`config.mk`:
```
export PLATFORM = sky130hd
export DESIGN_NAME = puf_response_ctrl_flat
export DESIGN_NICKNAME = d
export VERILOG_FILES = /design/src/rtl/puf_pkg.sv /design/src/rtl/puf_response_ctrl_if.sv /design/src/rtl/puf_edge_counter.sv /design/src/rtl/puf_response_ctrl.sv /design/src/flat_wrapper.sv
export SDC_FILE = /design/constraint.sdc
export NUM_CORES = 1
export LEC_CHECK = 0
export ABC_AREA = 1
export CORE_UTILIZATION = 66
export CTS_BUF_LIST = sky130_fd_sc_hd__clkbuf_8
export CTS_CLUSTER_DIAMETER = 40
export CTS_CLUSTER_SIZE = 30
export DETAILED_ROUTE_END_ITERATION = 16
export DONT_BUFFER_PORTS = 1
export HOLD_SLACK_MARGIN = 0.02
export PLACE_DENSITY = 0.86
export SLEW_MARGIN = 15
export SYNTH_ARGS = -nofsm -noshare
export SYNTH_HDL_FRONTEND = slang
export SYNTH_HIERARCHICAL = 1
export SYNTH_SLANG_ARGS = --single-unit
```
`constraint.sdc`:
```
create_clock -name clk -period 1.9 [get_ports clk]
set_input_delay 0.285 -clock clk [delete_from_list [all_inputs] [get_ports clk]]
set_output_delay 0.285 -clock clk [all_outputs]
set_load 0.1 [all_outputs]
```
`src/rtl/puf_pkg.sv`:
```
// Shared types and defaults for the ring-oscillator PUF response controller.
// Latency: n/a (types, constants and a pure helper function only).
// Backpressure: n/a.
package puf_pkg;

    // Width of one oscillator mux select; the schedule wraps modulo 2**CHAL_W.
    localparam int CHAL_W = 4;

    // Default build parameters for the response controller.
    localparam int DEF_CNT_W         = 16;
    localparam int DEF_WINDOW_CYCLES = 1024;
    localparam int DEF_SETTLE_CYCLES = 4;
    localparam int DEF_N_BITS        = 8;

    typedef logic [CHAL_W-1:0] chal_t;

    typedef enum logic [2:0] {
        ST_IDLE    = 3'd0,
        ST_SETTLE  = 3'd1,
        ST_COUNT   = 3'd2,
        ST_COMPARE = 3'd3,
        ST_DONE    = 3'd4
    } state_t;

    // Select for bit k: seed + 2k (+1 for bank B), wrapping in 4 bits.
    // Only k[2:0] matters because 2k is taken modulo 16.
    function automatic chal_t chal_for_bit(input chal_t seed, input chal_t k, input logic odd);
        return seed + {k[2:0], odd};
    endfunction

endpackage

```
`src/rtl/puf_response_ctrl_if.sv`:
```
// Control, oscillator and response signals of the PUF response controller.
// Latency: n/a (wiring only).
// Backpressure: resp_valid/resp_ready handshake; start is a level sampled only when idle.
interface puf_response_ctrl_if
    import puf_pkg::*;
#(
    parameter int N_BITS = DEF_N_BITS
);

    // Run request side
    logic              start;
    chal_t             chal_seed;
    logic              busy;

    // Oscillator bank side
    logic              ro_a;
    logic              ro_b;
    logic              osc_en;
    chal_t             chal_a;
    chal_t             chal_b;

    // Response side
    logic [N_BITS-1:0] resp;
    logic              resp_valid;
    logic              resp_ready;
    logic              tie_seen;

    // Requester / consumer / oscillator model
    modport master (
        output start, chal_seed, ro_a, ro_b, resp_ready,
        input  busy, osc_en, chal_a, chal_b, resp, resp_valid, tie_seen
    );

    // The response controller itself
    modport slave (
        input  start, chal_seed, ro_a, ro_b, resp_ready,
        output busy, osc_en, chal_a, chal_b, resp, resp_valid, tie_seen
    );

endinterface

```
`src/rtl/puf_edge_counter.sv`:
```
// Counts rising edges of an asynchronous oscillator output in the clk domain, saturating.
// Latency: an ro edge reaches the count 3 clk edges later (2 sync flops + history flop).
// Backpressure: none; edges outside cnt_en are dropped, clr has priority over counting.
module puf_edge_counter #(
    parameter int CNT_W = 16
) (
    input  logic             clk,
    input  logic             rst_n,
    input  logic             ro,
    input  logic             clr,
    input  logic             cnt_en,
    output logic [CNT_W-1:0] cnt
);

    // sync_q[0], sync_q[1]: metastability chain; sync_q[2]: previous synchronized level
    logic [2:0]       sync_q;
    logic             edge_det;
    logic [CNT_W-1:0] cnt_q;

    // Synchronizer and edge history run continuously so no edge is double-counted across windows
    always_ff @(posedge clk or posedge rst_n) begin
        if (rst_n) begin
            sync_q <= '0;
        end else begin
            sync_q <= {sync_q[1:0], ro};
        end
    end

    // One-cycle pulse per synchronized rising edge, so a boundary edge counts at most once
    assign edge_det = sync_q[1] & ~sync_q[2];

    // Saturating edge counter: clears on request, otherwise steps once per edge while enabled
    always_ff @(posedge clk or posedge rst_n) begin
        if (rst_n) begin
            cnt_q <= '0;
        end else if (clr) begin
            cnt_q <= '0;
        end else if (cnt_en && edge_det && (cnt_q != {CNT_W{1'b1}})) begin
            cnt_q <= cnt_q + CNT_W'(1);
        end
    end

    assign cnt = cnt_q;

endmodule

```
`src/rtl/puf_response_ctrl.sv`:
```
// Steps challenge pairs through the RO banks, races their edge counts and packs one bit per pair.
// Latency: resp_valid rises N_BITS*(SETTLE_CYCLES+WINDOW_CYCLES+1) cycles after the start edge.
// Backpressure: resp and resp_valid held in DONE until resp_ready; start ignored while busy.
module puf_response_ctrl
    import puf_pkg::*;
#(
    parameter int CNT_W         = DEF_CNT_W,
    parameter int WINDOW_CYCLES = DEF_WINDOW_CYCLES,
    parameter int SETTLE_CYCLES = DEF_SETTLE_CYCLES,
    parameter int N_BITS        = DEF_N_BITS
) (
    input  logic               clk,
    input  logic               rst_n,
    puf_response_ctrl_if.slave bus
);

    // One phase timer serves both SETTLE and COUNT; sized for the longer of the two.
    localparam int TMR_MAX = (WINDOW_CYCLES > SETTLE_CYCLES) ? WINDOW_CYCLES : SETTLE_CYCLES;
    localparam int TMR_W   = (TMR_MAX > 1) ? $clog2(TMR_MAX) : 1;

    state_t            state_q;
    state_t            state_d;

    logic [TMR_W-1:0]  tmr_q;
    logic              settle_last;
    logic              window_last;

    chal_t             k_q;
    chal_t             seed_q;
    chal_t             chal_a_q;
    chal_t             chal_b_q;
    logic              last_bit;

    logic [N_BITS-1:0] resp_q;
    logic              tie_q;

    logic [CNT_W-1:0]  cnt_a;
    logic [CNT_W-1:0]  cnt_b;
    logic              cnt_clr;
    logic              cnt_en;
    logic              cnt_gt;
    logic              cnt_eq;

    logic              osc_en;
    logic              busy;
    logic              resp_valid;

    assign settle_last = (tmr_q == TMR_W'(SETTLE_CYCLES - 1));
    assign window_last = (tmr_q == TMR_W'(WINDOW_CYCLES - 1));
    assign last_bit    = (k_q == CHAL_W'(N_BITS - 1));
    assign cnt_gt      = (cnt_a > cnt_b);
    assign cnt_eq      = (cnt_a == cnt_b);

    // Counters sit at zero while idle and settling, and count only inside the window
    assign cnt_clr = (state_q == ST_IDLE) || (state_q == ST_SETTLE);
    assign cnt_en  = (state_q == ST_COUNT);

    puf_edge_counter #(
        .CNT_W (CNT_W)
    ) u_cnt_a (
        .clk    (clk),
        .rst_n  (rst_n),
        .ro     (bus.ro_a),
        .clr    (cnt_clr),
        .cnt_en (cnt_en),
        .cnt    (cnt_a)
    );

    puf_edge_counter #(
        .CNT_W (CNT_W)
    ) u_cnt_b (
        .clk    (clk),
        .rst_n  (rst_n),
        .ro     (bus.ro_b),
        .clr    (cnt_clr),
        .cnt_en (cnt_en),
        .cnt    (cnt_b)
    );

    // State register; reset aborts any run in progress
    always_ff @(posedge clk or posedge rst_n) begin
        if (rst_n) begin
            state_q <= ST_IDLE;
        end else begin
            state_q <= state_d;
        end
    end

    // Next-state: fixed-length SETTLE and COUNT phases, one COMPARE per bit, DONE waits for ready
    always_comb begin
        state_d = state_q;
        case (state_q)
            ST_IDLE:    if (bus.start)      state_d = ST_SETTLE;
            ST_SETTLE:  if (settle_last)    state_d = ST_COUNT;
            ST_COUNT:   if (window_last)    state_d = ST_COMPARE;
            ST_COMPARE:                     state_d = last_bit ? ST_DONE : ST_SETTLE;
            ST_DONE:    if (bus.resp_ready) state_d = ST_IDLE;
            default:                        state_d = ST_IDLE;
        endcase
    end

    // Outputs decoded from state: oscillators run only while settling or counting
    always_comb begin
        osc_en     = 1'b0;
        busy       = 1'b1;
        resp_valid = 1'b0;
        case (state_q)
            ST_IDLE:             busy       = 1'b0;
            ST_SETTLE, ST_COUNT: osc_en     = 1'b1;
            ST_COMPARE:          osc_en     = 1'b0;
            ST_DONE:             resp_valid = 1'b1;
            default:             busy       = 1'b0;
        endcase
    end

    // Phase timer restarts on every state change so each phase has an exact length
    always_ff @(posedge clk or posedge rst_n) begin
        if (rst_n) begin
            tmr_q <= '0;
        end else if (state_q != state_d) begin
            tmr_q <= '0;
        end else if ((state_q == ST_SETTLE) || (state_q == ST_COUNT)) begin
            tmr_q <= tmr_q + TMR_W'(1);
        end
    end

    // Bit index and challenge selects: loaded at start, advanced after each compare,
    // so the selects are stable for the whole SETTLE..COMPARE span of a bit
    always_ff @(posedge clk or posedge rst_n) begin
        if (rst_n) begin
            k_q      <= '0;
            seed_q   <= '0;
            chal_a_q <= '0;
            chal_b_q <= '0;
        end else if ((state_q == ST_IDLE) && bus.start) begin
            k_q      <= '0;
            seed_q   <= bus.chal_seed;
            chal_a_q <= chal_for_bit(bus.chal_seed, '0, 1'b0);
            chal_b_q <= chal_for_bit(bus.chal_seed, '0, 1'b1);
        end else if ((state_q == ST_COMPARE) && !last_bit) begin
            k_q      <= k_q + CHAL_W'(1);
            chal_a_q <= chal_for_bit(seed_q, k_q + CHAL_W'(1), 1'b0);
            chal_b_q <= chal_for_bit(seed_q, k_q + CHAL_W'(1), 1'b1);
        end
    end

    // Response word and sticky tie flag: cleared at run start, one bit written per compare,
    // otherwise held (including after the handshake) until the next start
    always_ff @(posedge clk or posedge rst_n) begin
        if (rst_n) begin
            resp_q <= '0;
            tie_q  <= 1'b0;
        end else if ((state_q == ST_IDLE) && bus.start) begin
            resp_q <= '0;
            tie_q  <= 1'b0;
        end else if (state_q == ST_COMPARE) begin
            for (int i = 0; i < N_BITS; i++) begin
                if (k_q == CHAL_W'(i)) begin
                    resp_q[i] <= cnt_gt;
                end
            end
            if (cnt_eq) begin
                tie_q <= 1'b1;
            end
        end
    end

    assign bus.osc_en     = osc_en;
    assign bus.busy       = busy;
    assign bus.resp_valid = resp_valid;
    assign bus.chal_a     = chal_a_q;
    assign bus.chal_b     = chal_b_q;
    assign bus.resp       = resp_q;
    assign bus.tie_seen   = tie_q;

endmodule

```
`src/flat_wrapper.sv`:
```
// flat-port wrapper written by rule: the top's interface ports become plain ports
module puf_response_ctrl_flat import puf_pkg::*;
#(
    parameter int CNT_W         = DEF_CNT_W,
    parameter int WINDOW_CYCLES = DEF_WINDOW_CYCLES,
    parameter int SETTLE_CYCLES = DEF_SETTLE_CYCLES,
    parameter int N_BITS        = DEF_N_BITS
)
  (clk, rst_n, bus_start, bus_chal_seed, bus_ro_a, bus_ro_b, bus_resp_ready, bus_busy, bus_osc_en, bus_chal_a, bus_chal_b, bus_resp, bus_resp_valid, bus_tie_seen);
  puf_response_ctrl_if #(.N_BITS(N_BITS)) bus_i ();
  input  logic clk;
  input  logic rst_n;
  input wire logic [$bits(bus_i.start)-1:0] bus_start;
  input wire logic [$bits(bus_i.chal_seed)-1:0] bus_chal_seed;
  input wire logic [$bits(bus_i.ro_a)-1:0] bus_ro_a;
  input wire logic [$bits(bus_i.ro_b)-1:0] bus_ro_b;
  input wire logic [$bits(bus_i.resp_ready)-1:0] bus_resp_ready;
  output wire logic [$bits(bus_i.busy)-1:0] bus_busy;
  output wire logic [$bits(bus_i.osc_en)-1:0] bus_osc_en;
  output wire logic [$bits(bus_i.chal_a)-1:0] bus_chal_a;
  output wire logic [$bits(bus_i.chal_b)-1:0] bus_chal_b;
  output wire logic [$bits(bus_i.resp)-1:0] bus_resp;
  output wire logic [$bits(bus_i.resp_valid)-1:0] bus_resp_valid;
  output wire logic [$bits(bus_i.tie_seen)-1:0] bus_tie_seen;
  assign bus_i.start = bus_start;
  assign bus_i.chal_seed = bus_chal_seed;
  assign bus_i.ro_a = bus_ro_a;
  assign bus_i.ro_b = bus_ro_b;
  assign bus_i.resp_ready = bus_resp_ready;
  assign bus_busy = bus_i.busy;
  assign bus_osc_en = bus_i.osc_en;
  assign bus_chal_a = bus_i.chal_a;
  assign bus_chal_b = bus_i.chal_b;
  assign bus_resp = bus_i.resp;
  assign bus_resp_valid = bus_i.resp_valid;
  assign bus_tie_seen = bus_i.tie_seen;
  puf_response_ctrl #(.CNT_W(CNT_W), .WINDOW_CYCLES(WINDOW_CYCLES), .SETTLE_CYCLES(SETTLE_CYCLES), .N_BITS(N_BITS)) u_core (.clk(clk), .rst_n(rst_n), .bus(bus_i));
endmodule
```
==> qor.yml, run 1 <==
run_status: "finished, final reports clean"
hold_path_end: "u_core/state_q[2]"
start_util_pct: 67.7
gr-max-usage-layer: "met2"
vias: 4648
finalSetupViolations: 0
use_met1_pct: 37.7
drv_slew: 0
drc: 0
grt_max_degree: 24
cap_violations: 0
cts.sinks: 76
syn-cell-area_um2: 4890
r2r_cells: 9
min_from: "bus_resp_ready"
fin_util_pct: 77.1
powerDensity_nw_per_um2: 1160
drt-total-wl_mm: 12.2
period_share_pct: 98.1
place_inst: 800
rr_endpoint: "u_core/tmr_q[4]"
gp_congestion: 0.926
area_delta_synth_final_pct: 13.7
synth_top_area_share_pct: 38.9
grtUsageMet2_pct: 58.8
insertion_delay_ns: 0.36
criticalPathCategory: "flop to flop"
cellLeakagePower_nw: 2.80
diodes: 0
grt_setup_unrepaired: "yes"
layout-drive-gt1-share_pct: 14.7
coreArea_um2: 7210
hp-class: "primary input to flop"
routed_via_density: 5.65
ys_types: 32
grt_pass1_vias: 4549
path_max_fanout: 10
hold_depth: 1
hpwl_mm: 8.63
fin_nets: 758
stdcell_count: 822
rrSetupSlack_ns: 0.04
maxSlewHeadroom_pct: 48.5
layout_common_cells: "192 x nand2_1, 86 x inv_1, 79 x nor2_1, 73 x dfrtp_1, 56 x nand3_1"
clk_pin_slew_ns: 0.08
synth_fp_nets: 707
detail_route.wl_per_cell_um: 14.8
pre_cts_slack_ns: 0.0844
worst_slew_pin_slew_ns: 0.772
irDropWorstVdd_v: 0.000454
final_common_cell: "nand2_1"
cp-end-kind: "flop"
track_usage_pct: 32.7
grt_remaining_overflow: 0
period_minus_slack_ns: 1.86
fmax_mhz: 536
synth-seq-area-share_pct: 38.9
skew_ns: 0.0114
drtAntennaViolNets: 0
cts_max_path_buffers: 2
dr.pass1.iters: 5
drtIter0Drc: 287
pin_count: 30
synth_area_leader_cell: "dfrtp_1"
syn_area_per_cell_um2: 7.31
die_x_um: 88.1
rows: 31
r2r_start: "u_core/state_q[0]"
dieHeight_um: 88.1
ys_seq_elements: 76
setup_tns_ns: 0
cp-start-kind: "flop"
antenna_found_initial: 0
cts_inserted_buffers: 9
finalHoldViolCount: 0
ys_warn_count: 6
cts.htree.levels: 3
arrival_ns: 2.15
syn-instance-count: 669
fp.dieArea_um2: 7750
cp.required_ns: 2.19
cts_tree: "done"
synth_area_leaders: "dfrtp_1 39%, nand2_1 15%, inv_1 6.9%"
io_buffers: 0
clockRootBuffer: "clkbuf_8"
setup_ws_ns: 0.0356
grt_pass1_wl_mm: 19.5
use_met3_pct: 6.69
-- flip-flops by register name (all words and copies together), names as in the netlist, 4 cells and up --
name,flops
u_core/bus.chal_a,4
u_core/bus.chal_b,4
u_core/bus.resp,8
u_core/u_cnt_b/cnt,16
u_core/u_cnt_a/cnt,16
u_core/k_q,4
u_core/tmr_q,10
u_core/seed_q,4
-- power by group --
| group | leakage [nW] | switching [mW] | internal, mW |
|---|---|---|---|
| Sequential | 1.01 | 0.184 | 1.83 |
| Combinational | 1.71 | 2.44 | 0.895 |
| Clock | 0.0844 | 0.594 | 0.495 |
| Total | 2.80 | 3.22 | 3.22 |
-- worst max path at each step --
stage	startpoint	endpoint	slack (ns)
after CTS	u_core/state_q[0]	bus_busy	-0.03
final	u_core/state_q[0]	u_core/tmr_q[4]	0.04
after global routing	u_core/k_q[0]	u_core/tmr_q[4]	-0.08
after global placement	u_core/u_cnt_b/cnt[13]	u_core/bus.resp[5]	0.16
after detailed placement	u_core/k_q[0]	u_core/bus.chal_b[3]	0.08
after floorplan	u_core/state_q[2]	bus_busy	0.06
-- synthesized netlist by cell type (all sizes together) --
cell type	number
o21ai	19
a31oi	1
clkbuf	1
o22ai	1
buf	6
nand2	206
ha	26
xor2	13
a21o	1
a21oi	16
o21a	1
o31ai	2
nor2	92
nand4	20
nor3	11
inv	97
nand3	60
fa	2
nand3b	10
xnor2	4
dfrtp	76
a31o	1
o21bai	3
-- metal layers --
layer / part of all wire [%] / vias up
li1: - / 2221
met3: 6.0 / 42
met1: 40 / 2191
met2: 51 / 194
met4: 3.3 / 0
met5: 0 / -
-- per-stage QoR --
step	total power, mW	hold slack [ns]	area [µm²]
after global placement	5.02	0.214	5280
final	6.44	0.0354	5560
after global routing	6.76	0.0214	5560
after CTS	6.28	0.0235	5500
after detailed placement	5.16	0.221	5280
after floorplan	4.37	0.236	4900
-- final cells by class --
cell class | count | area (µm²)
clock buffer | 10 | 138
clock inverter | 4 | 26.3
fill | 512 | 1660
inverter | 97 | 367
multi-input combinational | 489 | 2620
sequential | 76 | 1910
tap | 99 | 124
timing repair buffer | 47 | 380
-- cell families after synthesis --
family | Yosys count | share of synthesized area (%)
and+or+nand+nor | 399 | 36.7
buffers and inverters | 104 | 8.45
DFF | 76 | 38.9
AOI/OAI and AO/OA | 45 | 5.40
adders and majority gates | 28 | 7.48
xor gates and xnor gates | 17 | 3.05
-- worst max-delay path, stage by stage, from the launching register on --
cell     delay, ns
dfrtp_1       0.42
buf_4         0.17
nand2_1       0.10
nor2_4        0.06
buf_4         0.16
nand2_1       0.15
nand3_1       0.11
nor2_1        0.32
nand2_4       0.17
nor2_1        0.13
-- what timing repair did --
action	CTS	global route
setup endpoints to repair	2	27
gates resized for setup	3	15
setup buffers	2	3
pin swaps	0	1
hold endpoints to repair	78	0
hold buffers	3	0
(Power assumes the default switching activity.)
==> run 2, diff against run 1 <==
Settings changed: CELL_PAD_IN_SITES_DETAIL_PLACEMENT set to 0, CELL_PAD_IN_SITES_GLOBAL_PLACEMENT set to 1, CORE_UTILIZATION 66 to 49, PLACE_DENSITY 0.86 to 0.87.
==> qor.yml, run 2 (synthesized netlist as in run 1, its figures left out) <==
run_status: "finished, final reports clean"  # unchanged
area_delta_synth_final_pct: 17.5  # was 13.7%
layout-drive-gt1-share_pct: 16.4  # was 14.7%
r2r_cells: 8  # was 9
hpwl_mm: 8.62  # was 8.63 mm
stdcell_count: 863  # was 822
fillerInstances: 927  # was 512
dr.pass1.iters: 5  # unchanged
fin_nets: 763  # was 758
pin_count: 30  # unchanged
rows: 36  # was 31
routed_via_density: 5.13  # was 5.65
drtIter0Drc: 237  # was 287
clk_pin_slew_ns: 0.07  # was 0.08 ns
cts_tree: "done"  # unchanged
coreArea_um2: 9730  # was 7210 µm²
crit_path_start: "u_core/state_q[0]"  # unchanged
period_share_pct: 96.1  # was 98.1%
layout_common_cells: "192 x nand2_1, 86 x inv_1, 77 x nor2_1, 69 x dfrtp_1, 55 x nand3_1"  # was 192 x nand2_1, 86 x inv_1, 79 x nor2_1, 73 x dfrtp_1, 56 x nand3_1
crit_path_top_delay_cell: "dfrtp_2"  # was dfrtp_1
antenna_found_initial: 0  # unchanged
setup_tns_ns: 0  # unchanged
multiInputGateArea_um2: 2640  # was 2620 µm²
drt-total-wl_mm: 11.8  # was 12.2 mm
worst_slew_pin_slew_ns: 0.753  # was 0.772 ns
track_usage_pct: 24.1  # was 32.7%
insertion_delay_ns: 0.35  # was 0.36 ns
io_buffers: 0  # unchanged
drv_slew: 0  # unchanged
hp-class: "primary input to flop"  # unchanged
drtAntennaViolNets: 0  # unchanged
period_minus_slack_ns: 1.83  # was 1.86 ns
cp.required_ns: 1.62  # was 2.19 ns
finalSetupViolations: 0  # unchanged
criticalPathCategory: "flop to output pin"  # was flop to flop
dieHeight_um: 102  # was 88.1 µm
maxSlewHeadroom_pct: 49.7  # was 48.5%
rrSetupSlack_ns: 0.09  # was 0.04 ns
path_cells: "inv_2 > nand3_2 > buf_6 > nand2_8 > inv_2 > nand3_2 > buf_12"  # was buf_4 > nand2_1 > nor2_4 > buf_4 > nand2_1 > nand3_1 > nor2_1 > nand2_4 > nor2_1
grt_remaining_overflow: 0  # unchanged
place_inst: 835  # was 800
cp-start-kind: "flop"  # unchanged
final_common_cell: "nand2_1"  # unchanged
cts.htree.levels: 3  # unchanged
cap_violations: 0  # unchanged
fp.dieArea_um2: 10400  # was 7750 µm²
finalHoldViolCount: 0  # unchanged
grt_pass1_wl_mm: 19.5  # about the same
cts_max_path_buffers: 2  # unchanged
cts.sinks: 76  # unchanged
drc: 0  # unchanged
vias: 4430  # was 4,648
crit_end: "bus_busy"  # was u_core/tmr_q[4]
powerDensity_nw_per_um2: 1160  # about the same
cellLeakagePower_nw: 2.87  # was 2.80 nW
cts_inserted_buffers: 9  # unchanged
arrival_ns: 1.54  # was 2.15 ns
p_total_mw: 6.66  # was 6.44 mW
gp_congestion: 0.843  # was 0.926
diodes: 0  # unchanged
start_util_pct: 50.2  # was 67.7%
hold_depth: 1  # unchanged
grt_max_degree: 25  # was 24
path_max_fanout: 7  # was 10
fmax_mhz: 548  # was 536 MHz
irDropWorstVdd_v: 0.00123  # was 0.000454 V
r2r_start: "u_core/k_q[1]"  # was u_core/state_q[0]
clockRootBuffer: "clkbuf_8"  # unchanged
cp-end-kind: "output pin"  # was flop
rr_endpoint: "u_core/bus.chal_b[3]"  # was u_core/tmr_q[4]
grt_pass1_vias: 4217  # was 4,549
register_area_um2: 1910  # about the same
die_x_um: 102  # was 88.1 µm
detail_route.wl_per_cell_um: 13.6  # was 14.8 µm
skew_ns: 0.0158  # was 0.0114 ns
max_stage_delay_ns: 0.46  # was 0.42 ns
-- run 2: worst min-delay path by stage --
stage / start / end / slack (ns)
floorplan: rst_n / u_core/u_cnt_a/cnt[0] / 0.24
global placement: rst_n / u_core/bus.chal_a[0] / 0.28
detailed placement: rst_n / u_core/tmr_q[8] / 0.29
CTS: bus_resp_ready / u_core/state_q[2] / 0.03
global route: bus_resp_ready / u_core/state_q[2] / 0.03
finish: bus_resp_ready / u_core/state_q[2] / 0.05
-- run 2: power breakdown --
part | total, mW | switching [mW] | internal, mW
Clock | 1.27 | 0.596 | 0.670
Combinational | 3.38 | 2.41 | 0.967
Sequential | 2.02 | 0.185 | 1.83
-- run 2: routing by layer --
layer | vias to the layer above | GRT usage [%] | part of all wire, %
li1 | 2233 | - | -
met1 | 2090 | 31.2 | 46
met2 | 98 | 40.6 | 49
met3 | 9 | 5.06 | 4.3
met4 | 0 | 7.58 | 1.1
met5 | - | 0 | 0
-- run 2: per-stage QoR --
step | hold WS [ns] | area, µm² | util (%) | worst slack, ns
detailed placement | 0.294 | 5380 | 55.3 | 0.0764
CTS | 0.0303 | 5630 | 57.8 | 0.000505
global placement | 0.278 | 5380 | 55.3 | 0.125
finish | 0.0538 | 5740 | 59.0 | 0.0748
global route | 0.0286 | 5740 | 59.0 | -0.0199
floorplan | 0.236 | 4900 | - | 0.0641
-- run 2: worst max-delay path, delay by kind of cell (launching register included) --
kind / cells / cell delay (ns)
simple gates: 3 / 0.27
flops: 1 / 0.46
buf+inv: 4 / 0.48
-- run 2: area by class of cell --
type | instances | share of cell area, %
Tap cell | 133 | 2.90
Inverter | 97 | 6.34
Clock buffer | 11 | 2.64
Sequential cell | 76 | 33.3
Clock inverter | 5 | 0.871
Timing Repair Buffer | 50 | 8.10
Multi-Input combinational cell | 491 | 45.9
-- run 2: what timing repair did --
action / CTS / global route
resized for setup: 4 / 22
pin swaps: 0 / 4
setup buffers: 2 / 5
endpoints found under the hold margin: 54 / 0
hold buffers: 3 / 0
endpoints found under the setup margin: 1 / 41
gates cloned: 0 / 2
